`src/rtl/seqdec.sv`:
```
// Serial detector for the bit pattern "00001" (oldest bit first), overlapping.
// Counts consecutive zeros and saturates at four. A one that arrives while saturated pulses found_flag.
module seqdec (
   input  logic       clock,
   input  logic       reset_n,
   input  logic       data_in,
   output logic       found_flag,
   output logic [2:0] o_dbg_state
);

   typedef enum logic [2:0] {
      Z0 = 3'd0,
      Z1 = 3'd1,
      Z2 = 3'd2,
      Z3 = 3'd3,
      Z4 = 3'd4
   } state_t;

   state_t r_state;
   logic   r_found;

   // found_flag is loaded 0 on every edge that does not complete a match.
   // This keeps it to a single-cycle pulse with no path from data_in.
   always_ff @(posedge clock) begin
      if (!reset_n) begin
         r_state <= Z0;
         r_found <= 1'b0;
      end else begin
         r_found <= 1'b0;
         case (r_state)
            Z0: r_state <= data_in ? Z0 : Z1;
            Z1: r_state <= data_in ? Z0 : Z2;
            Z2: r_state <= data_in ? Z0 : Z3;
            Z3: r_state <= data_in ? Z0 : Z4;
            Z4: begin
               if (data_in) begin
                  r_state <= Z0;
                  r_found <= 1'b1;
               end else begin
                  r_state <= Z4;
               end
            end
            default: r_state <= Z0;
         endcase
      end
   end

   assign found_flag  = r_found;
   assign o_dbg_state = r_state;

endmodule

```
`config.mk`:
```
export PLATFORM = sky130hd
export DESIGN_NAME = seqdec
export DESIGN_NICKNAME = d
export VERILOG_FILES = /design/src/rtl/seqdec.sv
export SDC_FILE = /design/constraint.sdc
export NUM_CORES = 1
export LEC_CHECK = 0
export CAP_MARGIN = 25
export CORE_AREA = 2 2 39 41
export DETAILED_ROUTE_END_ITERATION = 10
export DIE_AREA = 0 0 41 43
export SYNTH_ARGS = -nofsm -noshare
export SYNTH_HDL_FRONTEND = slang
export SYNTH_SLANG_ARGS = --single-unit
```
`constraint.sdc`:
```
create_clock -name clock -period 1.38 [get_ports clock]
set_clock_uncertainty 0.2 [all_clocks]
set_input_delay 0.138 -clock clock [delete_from_list [all_inputs] [get_ports clock]]
set_output_delay 0.138 -clock clock [all_outputs]
set_load 0.005 [all_outputs]
```
==> impl_summary.md <==
Status
The run finished with clean final reports.

Cells and area
The final net count is 31. In the final layout, the multi-input gates occupy 65.1 um^2. The area added between synthesis and finish is 87.1%.

The number of fill cells is 157. In the layout the commonest cells are 3 x sky130_fd_sc_hd__nor2_1, 3 x sky130_fd_sc_hd__clkbuf_4, 3 x sky130_fd_sc_hd__dlygate4sd2_1, 3 x sky130_fd_sc_hd__buf_4. The area occupied by registers is 82.6 um^2. The fraction of final layout cells with drive strength greater than 1 is 30.8%.

The total inserted antenna cells is 0.

Drt
For this run, the detailed router's first-pass iteration total came to 1. After detailed routing, the number of vias per cell comes to 3.43. The number of DRC markers in iteration 0 is 0. Once detail routing completed, the nets flagged for antenna violations numbered 0.

The routed layout has 144 vias. The total detailed-routing wirelength is 295 um. The remaining routing DRC violations is 0. In the final routed layout, each cell accounts on average for 7.02 um.

Timing
For the pin with the worst max-slew slack, the measured transition is 117 ps. After layout, the worst setup slack is 159 ps. Timing would allow up to 0.819 GHz. Headroom to the max-slew limit came out at 92.1%. The setup TNS is 0 ps. The number of endpoints with negative hold slack in the final report is 0. The setup-violating endpoint count in the final report is 0. The count of final max-slew check failures came to 0.

The worst path needs 1220 ps of the cycle, external delays included. The final period utilization is 88.5%. Setup repair after global routing left no endpoint under its margin.

The worst hold margin is 302 ps.

Power and ir drop
The static power due to leakage is 0.133 nW. The cell area power density is 1080 mW/mm^2. The peak supply drop is 116 uV.

Synth
The register bit count reported by yosys is 4. The sequential cell area fraction in the yosys report is 55.2%. The count of distinct cell types in the synthesized netlist is 8. During synthesis, Yosys emitted a total of 0 warnings. The cell area after synthesis is 145 um^2. Synthesis produced 14 cells. When the netlist entered floorplanning its net count stood at 17.

Dividing the synthesized area by the synthesized cell count gives 10.4 um^2.

Floorplanning
From left edge to right edge, the die measures 41 um. The starting utilization of the core area is 10.5%. The floorplan step defined a core boundary enclosing 0.00138 mm^2. The cell row count is 14. In this run the count of I/O pins placed on the die edge is 7. The die covers 0.00176 mm^2. The floorplan die height is 43 um.

Setup path
In this run the critical register-to-register path is captured at o_dbg_state[2]$_SDFF_PN0_. The critical path starts at o_dbg_state[0]$_SDFF_PN0_. Measured in cells, the most critical reg-to-reg path has a length of 3.

The highest net fanout along the worst path is 5. The data required time at the worst endpoint is 1340 ps. At the worst endpoint, the arrival time is 1190 ps. The worst setup path is launched from a register.

The category of the most critical setup path is reg -> reg. The startpoint of the lowest-slack register-to-register path is o_dbg_state[0]$_SDFF_PN0_. The category of the worst setup path capture point is a register. Setup slack on the worst reg-to-reg path comes out at 160 ps.

Clock tree
The number of buffers created by CTS is 3. For the worst-skew pair, the clock arrives at the later sink with an insertion delay of 240 ps. The clock drives 4 sinks. CTS built an H-tree with a depth of 1. After clock tree synthesis, the clock-pin slew on the worst setup and hold paths is 40 ps. The clock passes through at most 2 buffers.

After clock tree synthesis, the flow added hold-fix buffers numbering 0. The clock tree from TritonCTS is done. CTS placed an instance of sky130_fd_sc_hd__clkbuf_4 at the clock tree root.

Global routing
The global router's overall resource usage is 4.21%. For this run the aggregate overflow at the end of global routing stands at 0. The largest net degree at the start of global routing is 6.

The wire length of the first global-routing pass is 393 um. The initial antenna violation count was 0. The number of global-route vias before repair is 117.

Place
Input and output buffers added on the ports amount to 6. The global placer's final weighted congestion is 0.495. Prior to clock tree synthesis, the placed netlist has a worst setup slack of 28.3 ps.

Worst hold path
The instance count along the most critical hold path is 2. The worst hold path endpoint is found_flag$_SDFF_PN0_. The startpoint of the lowest-slack hold path is o_dbg_state[2]$_SDFF_PN0_. The min-delay analysis places its worst path in the category reg -> reg.

Run
The tool flagged a number of max-cap violations equal to 0.
[critical path, cell delays in order (launching register included)]
cell,delay [ps]
sky130_fd_sc_hd__dfxtp_1,300
sky130_fd_sc_hd__buf_4,140
sky130_fd_sc_hd__or3b_1,370
sky130_fd_sc_hd__a21oi_1,140
[per-stage QoR]
step / power [W] / util (%) / instances / area, um^2
global route: 0.000310 / 19.6 / 42 / 272
global placement: 0.000149 / 17.4 / 38 / 240
detailed placement: 0.000149 / 17.4 / 38 / 240
CTS: 0.000300 / 19.4 / 42 / 269
floorplan: 0.000131 / - / 14 / 145
finish: 0.000292 / 19.6 / 42 / 272
[state kept, by name, summed over array words and instances, names as in the netlist]
name         cells
o_dbg_state      3
found_flag       1
[layout make-up]
cell class                 count  share of cell area (%)
tap                           16                    7.37
sequential                     4                    30.4
clock buffer                   3                    8.29
timing repair buffer           9                    30.0
multi-input combinational     10                    24.0
[synthesized netlist by cell type, drive strengths merged]
cell type / instances / area [um^2]
nand3b: 1 / 7.51
dfxtp: 4 / 80.1
nand4b: 1 / 8.76
xnor2: 1 / 8.76
nand2b: 1 / 6.26
nor2: 3 / 11.3
or3b: 2 / 17.5
a21oi: 1 / 5.00
[worst max path at each step]
stage / endpoint / slack, ps / cells after the start
after floorplan: o_dbg_state[2]$_SDFF_PN0_ / 280 / 2
after detailed placement: o_dbg_state[1]$_SDFF_PN0_ / 30 / 3
final: o_dbg_state[2]$_SDFF_PN0_ / 160 / 3
after global placement: o_dbg_state[1]$_SDFF_PN0_ / 40 / 3
after global routing: o_dbg_state[2]$_SDFF_PN0_ / 140 / 3
after CTS: found_flag / 20 / 1
[power by group]
group          internal, W  total [W]  switching, W
clock network    0.0000973   0.000145     0.0000482
registers         0.000119   0.000121    0.00000123
logic            0.0000171  0.0000263    0.00000923
[cell families (layout without fill, tap and decap cells)]
family	after synthesis	after routing	synth area share [%]
xor gates and xnor gates	1	1	6.04
buffers and inverters	0	12	0
AOI/OAI and AO/OA	1	1	3.44
and+or+nand+nor	8	8	35.4
DFF	4	4	55.2
[routing by layer]
metal | global-route usage, % | vias up | wire (um)
li1 | - | 73 | -
met1 | 1.92 | 62 | 114
met2 | 5.63 | 7 | 140
met3 | 3.14 | 2 | 28
met4 | 8.00 | 0 | 12
met5 | 0 | - | 0
[timing repair]
item	4_1_cts	5_1_grt
endpoints found under the setup margin	3	1
resized for setup	5	1
endpoints found under the hold margin	0	0
buffers inserted	1	0
pin swaps	0	0
(Power assumes the default switching activity.)
